==> config.mk <==
export PLATFORM = sky130hd
export DESIGN_NAME = fetch_seq_flat
export DESIGN_NICKNAME = d
export VERILOG_FILES = /design/src/rtl/fetch_seq_pkg.sv /design/src/rtl/fetch_seq_if.sv /design/src/rtl/fetch_seq.sv /design/src/flat_wrapper.sv
export SDC_FILE = /design/constraint.sdc
export NUM_CORES = 1
export LEC_CHECK = 0
export CAP_MARGIN = 0
export CELL_PAD_IN_SITES_DETAIL_PLACEMENT = 1
export CELL_PAD_IN_SITES_GLOBAL_PLACEMENT = 1
export CORE_ASPECT_RATIO = 1.5
export CORE_MARGIN = 3
export CORE_UTILIZATION = 30
export CTS_BUF_LIST = sky130_fd_sc_hd__clkbuf_8
export DETAILED_ROUTE_END_ITERATION = 8
export HOLD_SLACK_MARGIN = 0.05
export PLACE_DENSITY_LB_ADDON = 0.12
export SETUP_SLACK_MARGIN = 0.05
export SLEW_MARGIN = 0
export SYNTH_ARGS = -nofsm -noshare
export SYNTH_HDL_FRONTEND = slang
export SYNTH_SLANG_ARGS = --single-unit
==> constraint.sdc <==
create_clock -name clk -period 2.61 [get_ports clk]
set_input_delay 0.6525 -clock clk [delete_from_list [all_inputs] [get_ports clk]]
set_output_delay 0.6525 -clock clk [all_outputs]
set_load 0.05 [all_outputs]
==> src/rtl/fetch_seq_pkg.sv <==
// Shared encodings for the fetch sequencer: next-PC operation selects,
// fetch FSM states and the bundle handed to the next-PC unit.
package fetch_seq_pkg;

  localparam int PC_W   = 30;
  localparam int IMM_W  = 26;
  localparam int OP_W   = 3;
  localparam int INST_W = 32;

  localparam logic [OP_W-1:0] NPC_PLUS4  = 3'b000;
  localparam logic [OP_W-1:0] NPC_BRANCH = 3'b001;
  localparam logic [OP_W-1:0] NPC_JUMP   = 3'b010;

  localparam logic [1:0] FS_IDLE  = 2'b00;
  localparam logic [1:0] FS_FETCH = 2'b01;
  localparam logic [1:0] FS_HOLD  = 2'b10;

  typedef struct packed {
    logic [OP_W-1:0]  op;
    logic [PC_W-1:0]  pc;
    logic [IMM_W-1:0] imm;
  } npc_req_t;

  // Only taken branches and jumps may steer the PC; anything else is noise.
  function automatic logic is_redirect_op(input logic [OP_W-1:0] op);
    return (op == NPC_BRANCH) || (op == NPC_JUMP);
  endfunction

endpackage

==> src/rtl/fetch_seq_if.sv <==
// Bundle of the instruction-memory, decode, redirect and next-PC signals
// around the fetch sequencer; master is the sequencer side.
interface fetch_seq_if;

  logic                                imem_req;
  logic [fetch_seq_pkg::PC_W-1:0]      imem_addr;
  logic                                imem_ack;
  logic [fetch_seq_pkg::INST_W-1:0]    imem_rdata;

  logic                                if_valid;
  logic                                if_ready;
  logic [fetch_seq_pkg::INST_W-1:0]    if_inst;
  logic [fetch_seq_pkg::PC_W-1:0]      if_pc;

  logic                                redirect_valid;
  logic [fetch_seq_pkg::OP_W-1:0]      redirect_op;
  logic [fetch_seq_pkg::PC_W-1:0]      redirect_pc;
  logic [fetch_seq_pkg::IMM_W-1:0]     redirect_imm;

  logic [fetch_seq_pkg::OP_W-1:0]      npc_op;
  logic [fetch_seq_pkg::PC_W-1:0]      npc_pc;
  logic [fetch_seq_pkg::IMM_W-1:0]     npc_imm;
  logic [fetch_seq_pkg::PC_W-1:0]      npc_in;

  modport master (
    output imem_req, imem_addr,
    input  imem_ack, imem_rdata,
    output if_valid, if_inst, if_pc,
    input  if_ready,
    input  redirect_valid, redirect_op, redirect_pc, redirect_imm,
    output npc_op, npc_pc, npc_imm,
    input  npc_in
  );

  modport slave (
    input  imem_req, imem_addr,
    output imem_ack, imem_rdata,
    input  if_valid, if_inst, if_pc,
    output if_ready,
    output redirect_valid, redirect_op, redirect_pc, redirect_imm,
    input  npc_op, npc_pc, npc_imm,
    output npc_in
  );

endinterface

==> src/rtl/fetch_seq.sv <==
// Fetch sequencer: owns the PC, runs one imem request at a time, holds the
// fetched word for decode and squashes wrong-path fetches on redirects.
module fetch_seq
  import fetch_seq_pkg::*;
#(
  parameter logic [31:0] RESET_PC = 32'h0000_3000
) (
  input logic         clk,
  input logic         rst_n,
  fetch_seq_if.master bus
);

  localparam logic [PC_W-1:0] RESET_WPC = RESET_PC[31:2];

  logic [1:0]        state_q, state_d;
  logic [PC_W-1:0]   pc_q, pc_d;
  logic              discard_q, discard_d;
  logic [PC_W-1:0]   imem_addr_q, imem_addr_d;
  logic [INST_W-1:0] if_inst_q, if_inst_d;
  logic [PC_W-1:0]   if_pc_q, if_pc_d;

  logic     redir_acc;
  logic     ack_live;
  npc_req_t npc_sel;

  assign redir_acc = bus.redirect_valid && is_redirect_op(bus.redirect_op);
  // Acks outside FETCH belong to a request that no longer exists.
  assign ack_live  = (state_q == FS_FETCH) && bus.imem_ack;

  always_comb begin
    npc_sel = '{op: NPC_PLUS4, pc: pc_q, imm: '0};
    if (redir_acc) begin
      npc_sel = '{op: bus.redirect_op, pc: bus.redirect_pc, imm: bus.redirect_imm};
    end
  end

  always_comb begin
    pc_d = pc_q;
    if (redir_acc) begin
      pc_d = bus.npc_in;
    end else if (ack_live && !discard_q) begin
      pc_d = bus.npc_in;
    end
  end

  // Every time a new request is launched its address is the updated PC,
  // so a redirect in the launching cycle lands directly on the target.
  always_comb begin
    state_d     = state_q;
    discard_d   = discard_q;
    imem_addr_d = imem_addr_q;
    if_inst_d   = if_inst_q;
    if_pc_d     = if_pc_q;
    case (state_q)
      FS_IDLE: begin
        state_d     = FS_FETCH;
        imem_addr_d = pc_d;
      end
      FS_FETCH: begin
        if (bus.imem_ack) begin
          if (discard_q || redir_acc) begin
            discard_d   = 1'b0;
            imem_addr_d = pc_d;
          end else begin
            if_inst_d = bus.imem_rdata;
            if_pc_d   = imem_addr_q;
            state_d   = FS_HOLD;
          end
        end else if (redir_acc) begin
          discard_d = 1'b1;
        end
      end
      FS_HOLD: begin
        if (redir_acc || bus.if_ready) begin
          state_d     = FS_FETCH;
          imem_addr_d = pc_d;
        end
      end
      default: begin
        state_d = FS_IDLE;
      end
    endcase
  end

  always_ff @(posedge clk or negedge rst_n) begin
    if (!rst_n) begin
      state_q     <= FS_IDLE;
      pc_q        <= RESET_WPC;
      discard_q   <= 1'b0;
      imem_addr_q <= RESET_WPC;
      if_inst_q   <= '0;
      if_pc_q     <= '0;
    end else begin
      state_q     <= state_d;
      pc_q        <= pc_d;
      discard_q   <= discard_d;
      imem_addr_q <= imem_addr_d;
      if_inst_q   <= if_inst_d;
      if_pc_q     <= if_pc_d;
    end
  end

  assign bus.imem_req  = (state_q == FS_FETCH);
  assign bus.imem_addr = imem_addr_q;
  assign bus.if_valid  = (state_q == FS_HOLD);
  assign bus.if_inst   = if_inst_q;
  assign bus.if_pc     = if_pc_q;
  assign bus.npc_op    = npc_sel.op;
  assign bus.npc_pc    = npc_sel.pc;
  assign bus.npc_imm   = npc_sel.imm;

endmodule

==> src/flat_wrapper.sv <==
// flat-port wrapper written by rule: the top's interface ports become plain ports
module fetch_seq_flat import fetch_seq_pkg::*;
#(
  parameter logic [31:0] RESET_PC = 32'h0000_3000
)
  (clk, rst_n, bus_imem_req, bus_imem_addr, bus_imem_ack, bus_imem_rdata, bus_if_valid, bus_if_inst, bus_if_pc, bus_if_ready, bus_redirect_valid, bus_redirect_op, bus_redirect_pc, bus_redirect_imm, bus_npc_op, bus_npc_pc, bus_npc_imm, bus_npc_in);
  fetch_seq_if bus_i ();
  input logic clk;
  input logic rst_n;
  output wire logic [$bits(bus_i.imem_req)-1:0] bus_imem_req;
  output wire logic [$bits(bus_i.imem_addr)-1:0] bus_imem_addr;
  input wire logic [$bits(bus_i.imem_ack)-1:0] bus_imem_ack;
  input wire logic [$bits(bus_i.imem_rdata)-1:0] bus_imem_rdata;
  output wire logic [$bits(bus_i.if_valid)-1:0] bus_if_valid;
  output wire logic [$bits(bus_i.if_inst)-1:0] bus_if_inst;
  output wire logic [$bits(bus_i.if_pc)-1:0] bus_if_pc;
  input wire logic [$bits(bus_i.if_ready)-1:0] bus_if_ready;
  input wire logic [$bits(bus_i.redirect_valid)-1:0] bus_redirect_valid;
  input wire logic [$bits(bus_i.redirect_op)-1:0] bus_redirect_op;
  input wire logic [$bits(bus_i.redirect_pc)-1:0] bus_redirect_pc;
  input wire logic [$bits(bus_i.redirect_imm)-1:0] bus_redirect_imm;
  output wire logic [$bits(bus_i.npc_op)-1:0] bus_npc_op;
  output wire logic [$bits(bus_i.npc_pc)-1:0] bus_npc_pc;
  output wire logic [$bits(bus_i.npc_imm)-1:0] bus_npc_imm;
  input wire logic [$bits(bus_i.npc_in)-1:0] bus_npc_in;
  assign bus_imem_req = bus_i.imem_req;
  assign bus_imem_addr = bus_i.imem_addr;
  assign bus_i.imem_ack = bus_imem_ack;
  assign bus_i.imem_rdata = bus_imem_rdata;
  assign bus_if_valid = bus_i.if_valid;
  assign bus_if_inst = bus_i.if_inst;
  assign bus_if_pc = bus_i.if_pc;
  assign bus_i.if_ready = bus_if_ready;
  assign bus_i.redirect_valid = bus_redirect_valid;
  assign bus_i.redirect_op = bus_redirect_op;
  assign bus_i.redirect_pc = bus_redirect_pc;
  assign bus_i.redirect_imm = bus_redirect_imm;
  assign bus_npc_op = bus_i.npc_op;
  assign bus_npc_pc = bus_i.npc_pc;
  assign bus_npc_imm = bus_i.npc_imm;
  assign bus_i.npc_in = bus_npc_in;
  fetch_seq #(.RESET_PC(RESET_PC)) u_core (.clk(clk), .rst_n(rst_n), .bus(bus_i));
endmodule
# After elaboration in Yosys (flattened, before gate mapping)

Cells that the tools add are included.

Bits of input ports: 126
Word-level logic and storage cells: 44
Register bits: 125
Output and inout bits: 153

Bitwise logic cells: 1
Equal/unequal tests: 9
Reduce and logical (&&, ||, !) cells: 14
Multiplexer cells: 14

Operator list:

| cell                                          | number |
|---|---|
| 2-to-1 mux 30 bit                             | 5 |
| one-hot mux 30 bit (3 select lines)           | 1 |
| 2-to-1 mux 59 bit                             | 1 |
| AND reduction 3 bit                           | 3 |
| != test 2 x 1 -> 1 bit, second input constant | 4 |
| 2-to-1 mux 2 bit                              | 3 |
| one-hot mux 2 bit (3 select lines)            | 1 |
| AND reduction 4 bit                           | 1 |
| == test 3 x 1 -> 1 bit, second input constant | 1 |
| == test 3 x 2 -> 1 bit, second input constant | 1 |
| logical AND 1 bit                             | 3 |
| logical OR 1 bit                              | 3 |
| 2-to-1 mux 1 bit                              | 3 |
| nonzero test 3 bit                            | 1 |
| == test 2 x 1 -> 1 bit, second input constant | 1 |
| == test 2 bit, second input constant          | 1 |
| logical NOT 2 bit                             | 1 |
| != test 2 bit, second input constant          | 1 |
| nonzero test 2 bit                            | 1 |
| logical NOT 1 bit                             | 1 |
| inverter 1 bit                                | 1 |

# Longest topological paths before layout

Gate-level depths: netlist of run 1.

Depth after elaboration: 8
Gate-level depth with buffers: 5
Mapped depth without buffers: 4

# Worst setup path after synthesis of run 1

Ideal clock, no wire load.

Kind: input to output
From: input bus_redirect_op[1]
To: output bus_npc_imm[10]
Path buffers: 2
Slack: 0.182 ns
Data arrival time: 1.776 ns
Required time: 1.957 ns
Stages: 4
Path through: xor2_1 clkbuf_1 clkbuf_1 and3_1

Longest elaborated chain between the ends: 4
Elaborated cells between the ends (all ways): 5
Those cells by class: eq/ne (2); mux (1); reduce/logical (2)

Ends and longest elaborated chain:

| item                                                                    | line                | text |
|---|---|---|
| start, declared                                                         | flat_wrapper.sv:19  | `input wire logic [$bits(bus_i.redirect_op)-1:0] bus_redirect_op;` |
| == test 3 x 1 -> 1 bit / == test 3 x 2 -> 1 bit (equally long branches) | fetch_seq_pkg.sv:26 | `return (op == NPC_BRANCH) \|\| (op == NPC_JUMP);` |
| logical OR 1 bit *                                                      | fetch_seq_pkg.sv:26 |  |
| logical AND 1 bit *                                                     | fetch_seq.sv:26     | `assign redir_acc = bus.redirect_valid && is_redirect_op(bus.redirect_op);` |
| 2-to-1 mux 59 bit *                                                     | fetch_seq.sv:32     | `if (redir_acc) begin` |
| end, declared                                                           | flat_wrapper.sv:24  | `output wire logic [$bits(bus_i.npc_imm)-1:0] bus_npc_imm;` |

Mark *: on every way between the ends. The rest lies on a longest branch, timed or not.

# Worst setup path after layout of run 1

From: input bus_redirect_op[2]
To: output bus_npc_pc[10]

Longest elaborated chain between the ends: 4
Elaborated cells between the ends (all ways): 5
Those cells by class: eq/ne (2); mux (1); reduce/logical (2)

Ends and longest elaborated chain:

| item                                                                    | line                | text |
|---|---|---|
| == test 3 x 1 -> 1 bit / == test 3 x 2 -> 1 bit (equally long branches) | fetch_seq_pkg.sv:26 |  |
| logical OR 1 bit *                                                      | fetch_seq_pkg.sv:26 |  |
| logical AND 1 bit *                                                     | fetch_seq.sv:26     |  |
| 2-to-1 mux 59 bit *                                                     | fetch_seq.sv:32     |  |
| end, declared                                                           | flat_wrapper.sv:23  | `output wire logic [$bits(bus_i.npc_pc)-1:0] bus_npc_pc;` |

Marked as above.

==> results.json, run 1 <==
{
  "die_x_um": 117,
  "skew_ns": 0.0128,
  "ys_top_cells_by_count": "dfrtp_1, mux2_2, mux2_4, and3_1, buf_4",
  "critPathMaxFanout": 6,
  "dieArea_um2": 20200,
  "area_growth_pct": 76.0,
  "grt_pass1_wl_mm": 27.6,
  "postRouteAntennaNets": 0,
  "final.period_utilization": 0.977,
  "finalHoldViolCount": 0,
  "rsz0062_at_grt": "true",
  "startpoint_type": "input pin",
  "htreeDepth": 4,
  "holdWs_ns": 0.206,
  "track_usage": 0.182,
  "critPathMostFrequentCell": "buf_6",
  "dp_hpwl_mm": 13.1,
  "yosysSeqAreaShare": 0.564,
  "outcome": "finished clean",
  "drt-pass1-iter-count": 4,
  "cts_hold_buf": 0,
  "clkTransAtPathRegs_ns": 0.07,
  "cts-root-buf": "clkbuf_8",
  "path_cells": "buf_6, nand2b_4, nor2_4, buf_6, buf_6, buf_12, mux2_4, buf_8",
  "fin_tns_setup_ns": 0,
  "nNetsFinal": 778,
  "grt_pass1_vias": 4642,
  "drc_errors": 0,
  "power_mw": 14.6,
  "ir_drop_uv": 830,
  "drt-initial-drc-count": 142,
  "worst_ep_arrival_time_ns": 1.90,
  "hp-class": "input pin to asynchronous set/reset pin",
  "timing.final.crit_period_ns": 2.55,
  "place_congestion": 0.751,
  "die_h_um": 173,
  "ys_types": 26,
  "setup_slack_ns": 0.0609,
  "cp_data_required_time_ns": 1.96,
  "worst_pin_slew_ns": 0.589,
  "maxCapViolCount": 0,
  "vias": 4079,
  "layout-drive-gt1-share": 0.423,
  "setup_viol": 0,
  "rows": 60,
  "initial_core_util": 0.307,
  "crit_slowest_cell": "mux2_4",
  "synth_top_area_frac": 0.545,
  "io_buffers": 277,
  "core_um2": 18100,
  "grt-ovfl-total": 0,
  "netlist_instances": 352,
  "multi_input_area_um2": 2370,
  "cts_sinks": 125,
  "end_kind": "output port",
  "fin_util": 0.541,
  "io_pins": 279,
  "synth-edff-count": 0,
  "clockBufferDepth": 2,
  "slew_violations": 0,
  "yosysMostFrequentCell": "dfrtp_1",
  "drt-total-wl_mm": 17.9,
  "async_flop_share": 1.00,
  "synth_flop_cell": "dfrtp_1",
  "ys_top_cells_by_area": "dfrtp_1, mux2_2, mux2_4",
  "ys.warnings.count": 0,
  "syn_avg_cell_area_um2": 15.8,
  "cts_tree": "built",
  "grt_antenna_before_repair": 1,
  "syn-num-nets": 478,
  "max_stage_delay_ns": 0.32,
  "fmax_mhz": 392,
  "clk_latency_ns": 0.43,
  "synth-seq-cells": 125,
  "fillerInstances": 1746,
  "leakagePower_nw": 4.32,
  "path_class": "input pin to output port",
  "maxSlewHeadroom": 0.606,
  "cts_buffers": 17,
  "post_drt_wl_per_cell_um": 19.6,
  "viasPerCell": 4.46,
  "regArea_um2": 3130,
  "synth_area_leader_cell": "dfrtp_1",
  "syn_area_um2": 5560,
  "place_ws_ns": -0.335,
  "power.density_nw_per_um2": 1490,
  "grt_max_degree": 51
}
==> path summary, 6_finish.rpt <==
kind	slack, ns	to	cells after the start	startpoint
setup / recovery	0.06	bus_npc_pc[10]	8	bus_redirect_op[2]
hold reg to reg	0.49	u_core.bus.if_pc[21]$_DFFE_PN0P_	1	u_core.bus.if_pc[21]$_DFFE_PN0P_
hold / removal	0.21	u_core.bus.if_inst[10]$_DFFE_PN0P_	1	rst_n
min in group clk	0.49	u_core.bus.if_pc[21]$_DFFE_PN0P_	1	u_core.bus.if_pc[21]$_DFFE_PN0P_
max in group asynchronous	1.71	u_core.bus.imem_addr[11]$_DFFE_PN1P_	2	rst_n
setup reg to reg	0.66	u_core.bus.imem_addr[2]$_DFFE_PN0P_	5	u_core.state_q[0]$_DFFE_PN0P_
==> where the power goes <==
group / total (mW) / switching [mW] / internal (mW)
combinational: 9.28 / 5.24 / 4.04
sequential: 3.62 / 0.636 / 2.99
clock: 1.70 / 0.798 / 0.902
total: 14.6 / 6.68 / 7.92
==> critical path, delay by kind of cell <==
| family | cells | cell delay [ns] |
|---|---|---|
| simple gates | 2 | 0.31 |
| buf+inv | 5 | 0.60 |
| mux | 1 | 0.32 |
==> what timing repair did <==
item,4_1_cts,5_1_grt
endpoints found under the setup margin,58,31
pin swaps,2,1
gates cloned,3,0
setup buffers,7,1
resized for setup,95,4
==> registers in the layout (all words and copies together), names as in the netlist <==
register	cells
u_core.bus.if_pc	30
u_core.discard_q	1
u_core.bus.if_inst	32
u_core.state_q	2
u_core.pc_q	30
u_core.bus.imem_addr	30
==> placed cells by master (no fill, tap or decap), types with 2 or more instances in the layout <==
master / n
bufinv_16: 2
o21ai_0: 2
clkbuf_8: 19
mux2_2: 67
buf_12: 41
clkdlybuf4s50_1: 212
inv_6: 2
and2b_1: 2
buf_16: 2
mux2_4: 81
clkinv_4: 3
clkinvlp_4: 3
mux2_1: 4
nor2_4: 2
dfrtp_1: 121
nor2b_1: 3
buf_4: 15
clkinv_2: 2
buf_6: 11
dfstp_2: 4
and3_1: 27
a21oi_1: 5
inv_1: 3
buf_8: 21
==> metal layers <==
metal / track usage / wire length, um
met3: 0.0508 / 1200
met5: 0 / 0
met2: 0.318 / 9550
met1: 0.203 / 6600
met4: 0.0789 / 547
==> kinds of logic after synthesis <==
family | after synthesis | share of synthesized area
compound gates | 9 | 0.0104
xor+xnor | 2 | 0.00450
buf+inv | 24 | 0.0277
flops | 125 | 0.564
mux | 152 | 0.348
other cells | 1 | 0.000675
simple gates | 39 | 0.0446
==> per-stage QoR <==
| step | area [um2] | cells |
|---|---|---|
| after global routing | 9780 | 914 |
| after floorplan | 5560 | 352 |
| after global placement | 8980 | 872 |
| after detailed placement | 8980 | 872 |
| final | 9780 | 914 |
| after CTS | 9810 | 914 |
==> area by class of cell <==
type,instances,area share
antenna,1,0.000256
clock buffer,19,0.0267
clock inverter,13,0.0143
inverter,2,0.000767
multi-input combinational,203,0.243
sequential,125,0.320
tap,248,0.0317
timing repair buffer,303,0.363
Power figures use the tool's default switching activity.
==> run 2, diff against run 1 <==
CORE_ASPECT_RATIO = 2   (was 1.5)
==> results.json, run 2 (synthesis results as in run 1) <==
{
  "viasPerCell": 4.68,
  "skew_ns": 0.0139,
  "maxCapViolCount": 0,
  "final_common_cell": "clkdlybuf4s50_1",
  "rows": 69,
  "startpoint_type": "input pin",
  "r2r_slack_ns": 0.67,
  "holdWs_ns": 0.142,
  "clkTransAtPathRegs_ns": 0.07,
  "clk_latency_ns": 0.43,
  "grt_pass1_wl_mm": 28.7,
  "cts-root-buf": "clkbuf_8",
  "cts_tree": "built",
  "io_pins": 279,
  "cts_hold_buf": 0,
  "fmax_mhz": 400,
  "cts_buffers": 17,
  "timing.final.crit_period_ns": 2.50,
  "placedCellCount": 836,
  "finalHoldViolCount": 0,
  "grt_antenna_before_repair": 3,
  "drc_errors": 0,
  "leakagePower_nw": 4.25,
  "clockBufferDepth": 2,
  "power.density_nw_per_um2": 1510,
  "grt-ovfl-total": 0,
  "hp-class": "input pin to asynchronous set/reset pin",
  "worst_pin_slew_ns": 0.592,
  "placed_cell_area_um2": 8900,
  "htreeDepth": 4,
  "power_mw": 14.6,
  "grt_max_degree": 59,
  "fin_util": 0.537,
  "final_cells": 877,
  "setup_viol": 0,
  "cp_data_required_time_ns": 1.96,
  "vias": 4100,
  "post_drt_wl_per_cell_um": 21.8,
  "largest_register_ffs": 32,
  "cts_sinks": 125,
  "drt-initial-drc-count": 133,
  "dp_hpwl_mm": 14.2,
  "initial_core_util": 0.310,
  "postRouteAntennaNets": 0,
  "grt_pass1_vias": 4879,
  "die_h_um": 198,
  "worst_ep_arrival_time_ns": 1.85,
  "track_usage": 0.191,
  "outcome": "finished clean",
  "layout-drive-gt1-share": 0.419,
  "path_class": "input pin to output port",
  "place_congestion": 0.804,
  "r2r_cells": 5,
  "ir_drop_uv": 814,
  "rsz0062_at_grt": "false",
  "io_buffers": 277,
  "end_kind": "output port",
  "stdcell_area_um2": 9640,
  "die_x_um": 102,
  "area_growth_pct": 73.5,
  "dieArea_um2": 20300,
  "drt-total-wl_mm": 19.1,
  "timing.rr.start": "u_core.state_q[0]$_DFFE_PN0P_",
  "critPathMaxFanout": 6,
  "drt-pass1-iter-count": 4,
  "maxSlewHeadroom": 0.604,
  "nNetsFinal": 774,
  "core_um2": 18000,
  "reg2reg_to": "u_core.bus.imem_addr[9]$_DFFE_PN0P_",
  "layout_common_cells": "clkdlybuf4s50_1, dfrtp_1, mux2_2, mux2_4, buf_12",
  "final.period_utilization": 0.958,
  "slew_violations": 0
}
-- run 2: cell count changes in the layout (fill, tap and decap cells not counted), moves of 2 or more --
cell      delta
buf_12       -3
buf_4        -6
buf_6       +15
buf_8       -12
clkbuf_2     +2
diode_2      +2
mux2_2       +9
mux2_4       -9
-- run 2: critical path, cell delays in order --
cell and delay, ns:
buf_6 0.11, xnor2_4 0.15, nor2_4 0.14, buf_6 0.15, clkbuf_16 0.17, mux2_4 0.32
buf_12 0.15
-- run 2: where the power goes --
part / switching [mW] / internal (mW) / total [mW]
registers: 0.633 / 2.98 / 3.62
clock network: 0.819 / 0.971 / 1.79
logic: 5.26 / 3.92 / 9.18
total: 6.71 / 7.87 / 14.6
-- run 2: area by class of cell --
cell class	instances	area [um2]
clock buffer	18	248
sequential	125	3130
clock inverter	14	169
tap	213	267
fill	1807	8320
inverter	2	7.51
antenna	3	7.51
multi-input combinational	203	2340
timing repair buffer	299	3470
-- run 2: per-layer routing --
metal,part of all wire,global-route usage,up-vias
met4,0.033,0.0920,0
met5,0,0,-
li1,-,-,1843
met1,0.34,0.197,2064
met3,0.056,0.0498,33
met2,0.57,0.349,160
-- run 2: timing repair --
| item | CTS | global route |
|---|---|---|
| buffers inserted | 3 | 0 |
| pin swaps | 2 | 2 |
| cloned | 2 | 1 |
| resized for setup | 58 | 21 |
| endpoints found under the setup margin | 58 | 30 |
-- run 2: worst max-delay path by stage --
stage                       start              end  slack [ns]  cells past startpoint
5_1_grt        bus_redirect_op[2]   bus_npc_pc[29]        0.06                      7
2_1_floorplan  bus_redirect_op[1]  bus_npc_imm[10]        0.18                      4
4_1_cts        bus_redirect_op[0]   bus_npc_pc[24]        0.01                      7
3_3_place_gp   bus_redirect_op[1]    bus_npc_pc[6]       -0.27                      6
6_report       bus_redirect_op[1]   bus_npc_pc[29]        0.11                      7
3_5_place_dp   bus_redirect_op[0]   bus_npc_pc[11]       -0.33                      6
-- run 2: stage by stage --
step	worst slack [ns]	setup TNS, ns
after floorplan	0.182	0
after global placement	-0.270	-27.02
after detailed placement	-0.330	-32.25
after CTS	0.00963	0
after global routing	0.0565	0
final	0.110	0
==> run 3, diff against run 2 <==
ABC_CLOCK_PERIOD_IN_PS = 3100   (was default)
CORE_ASPECT_RATIO = 1.1   (was 2)
clock period = 3.1 ns   (was 2.61 ns; I/O delays follow)
==> results.json, run 3 (synthesis results as in run 1) <==
{
  "cts_sinks": 125,
  "placedCellCount": 863,
  "diodes": 0,
  "viasPerCell": 4.51,
  "largest_register_ffs": 32,
  "drt-pass1-iter-count": 4,
  "nNetsFinal": 775,
  "initial_core_util": 0.310,
  "grt_max_degree": 77,
  "grt_antenna_before_repair": 0,
  "met2_length_mm": 8.96,
  "worst_pin_slew_ns": 0.707,
  "rsz0062_at_grt": "false",
  "cts-root-buf": "clkbuf_8",
  "skew_ns": 0.00915,
  "outcome": "finished clean",
  "wl_met1_mm": 6.83,
  "holdWs_ns": 0.368,
  "pwr-share-comb": 0.626,
  "cts_hold_buf": 0,
  "place_congestion": 0.708,
  "drt-total-wl_mm": 17.3,
  "postRouteAntennaNets": 0,
  "clkTransAtPathRegs_ns": 0.08,
  "hp-class": "input pin to asynchronous set/reset pin",
  "drt-initial-drc-count": 103,
  "dieArea_um2": 20200,
  "fmax_mhz": 334,
  "startpoint_type": "input pin",
  "rows": 51,
  "layout_common_cells": "clkdlybuf4s50_1, dfrtp_1, mux2_2, mux2_4, buf_12",
  "die_x_um": 136,
  "multi_input_area_um2": 2300,
  "switching_share": 0.462,
  "clockBufferDepth": 2,
  "fillerInstances": 1709,
  "place_ws_ns": -0.0908,
  "grt-ovfl-total": 0,
  "fin_tns_setup_ns": 0,
  "final_cells": 900,
  "final.period_utilization": 0.966,
  "post_drt_wl_per_cell_um": 19.3,
  "setup_viol": 0,
  "layout-drive-gt1-share": 0.414,
  "timing.final.crit_period_ns": 2.99,
  "dp_hpwl_mm": 13.0,
  "track_usage": 0.174,
  "regArea_um2": 3130,
  "critPathMaxFanout": 5,
  "cts_buffers": 17,
  "io_pins": 279,
  "power.density_nw_per_um2": 1260,
  "clkPwrFrac": 0.121,
  "routed-wl-met3_mm": 1.27,
  "maxSlewHeadroom": 0.529,
  "power_mw": 12.1,
  "setup_slack_ns": 0.106,
  "sequentialPowerShare": 0.253,
  "io_buffers": 277,
  "p_int_mw": 6.49,
  "slew_violations": 0,
  "final_common_cell": "clkdlybuf4s50_1",
  "die_h_um": 149,
  "finalHoldViolCount": 0,
  "drc_errors": 0,
  "worst_ep_arrival_time_ns": 2.22,
  "path_class": "input pin to output port",
  "htreeDepth": 4,
  "core_um2": 17900,
  "end_kind": "output port",
  "grt_pass1_wl_mm": 27.0,
  "ir_drop_uv": 708,
  "leakagePower_nw": 4.19,
  "route.top_layer_used": "met4",
  "clk_latency_ns": 0.43,
  "vias": 4063,
  "cp_data_required_time_ns": 2.32,
  "p_sw_mw": 5.57,
  "cts_tree": "built",
  "maxCapViolCount": 0,
  "grt_pass1_vias": 4671,
  "area_growth_pct": 71.5
}
-- run 3: cell types whose count changed in the layout (fill, tap and decap cells not counted), sizes merged --
cell,delta
dlygate4sd2,+2
clkdlybuf4s50,+2
diode,-3
clkinv,+2
buf,-4
clkinvlp,+1
bufbuf,+2
clkdlybuf4s15,+2
inv,-2
clkbuf,-4
-- run 3: worst paths after layout --
kind | cells past startpoint | end | slack [ns] | start
setup / recovery | 7 | bus_npc_pc[1] | 0.11 | bus_redirect_op[2]
min in group clk | 1 | u_core.bus.if_pc[21]$_DFFE_PN0P_ | 0.50 | u_core.bus.if_pc[21]$_DFFE_PN0P_
hold / removal | 1 | u_core.bus.if_pc[11]$_DFFE_PN0P_ | 0.37 | rst_n
max in group asynchronous | 2 | u_core.pc_q[22]$_DFF_PN0_ | 1.97 | rst_n
hold reg to reg | 1 | u_core.bus.if_pc[21]$_DFFE_PN0P_ | 0.50 | u_core.bus.if_pc[21]$_DFFE_PN0P_
setup reg to reg | 5 | u_core.bus.imem_addr[15]$_DFFE_PN0P_ | 1.17 | u_core.state_q[0]$_DFFE_PN0P_
-- run 3: per-layer routing --
metal | GRT usage | up-vias
met3 | 0.0523 | 17
met5 | 0 | -
met2 | 0.303 | 164
met4 | 0.0565 | 0
li1 | - | 1838
met1 | 0.205 | 2044
-- run 3: per-stage QoR --
stage | cell area [um2] | util
finish | 9530 | 0.532
global route | 9530 | 0.532
CTS | 9500 | 0.530
detailed placement | 8940 | 0.499
global placement | 8940 | 0.499
floorplan | 5560 | -
-- run 3: cell type report --
cell class | count | share of cell area
Timing Repair Buffer | 300 | 0.355
Sequential cell | 125 | 0.329
Multi-Input combinational cell | 203 | 0.242
Tap cell | 238 | 0.0312
Clock buffer | 17 | 0.0245
Clock inverter | 15 | 0.0185
Inverter | 2 | 0.000787
-- run 3: critical path, stage by stage --
cell           delay [ns]
dlygate4sd2_1        0.25
nand2b_4             0.15
nor2_4               0.17
buf_6                0.14
bufbuf_16            0.26
mux2_4               0.31
buf_8                0.15
-- run 3: power by group through the flow --
stage | Clock (mW) | Sequential, mW | Combinational (mW)
6_report | 1.46 | 3.05 | 7.54
3_5_place_dp | 0 | 3.08 | 7.48
3_3_place_gp | 0 | 3.04 | 7.40
4_1_cts | 1.52 | 3.07 | 7.60
5_1_grt | 1.59 | 3.19 | 7.86
2_1_floorplan | 0 | 5.12 | 2.94
-- run 3: what timing repair did --
item                       in CTS  in global routing
gates cloned                    2                  0
setup endpoints to repair      57                  4
setup buffers                   3                  0
resized for setup              24                  8
pin swaps                       2                  1
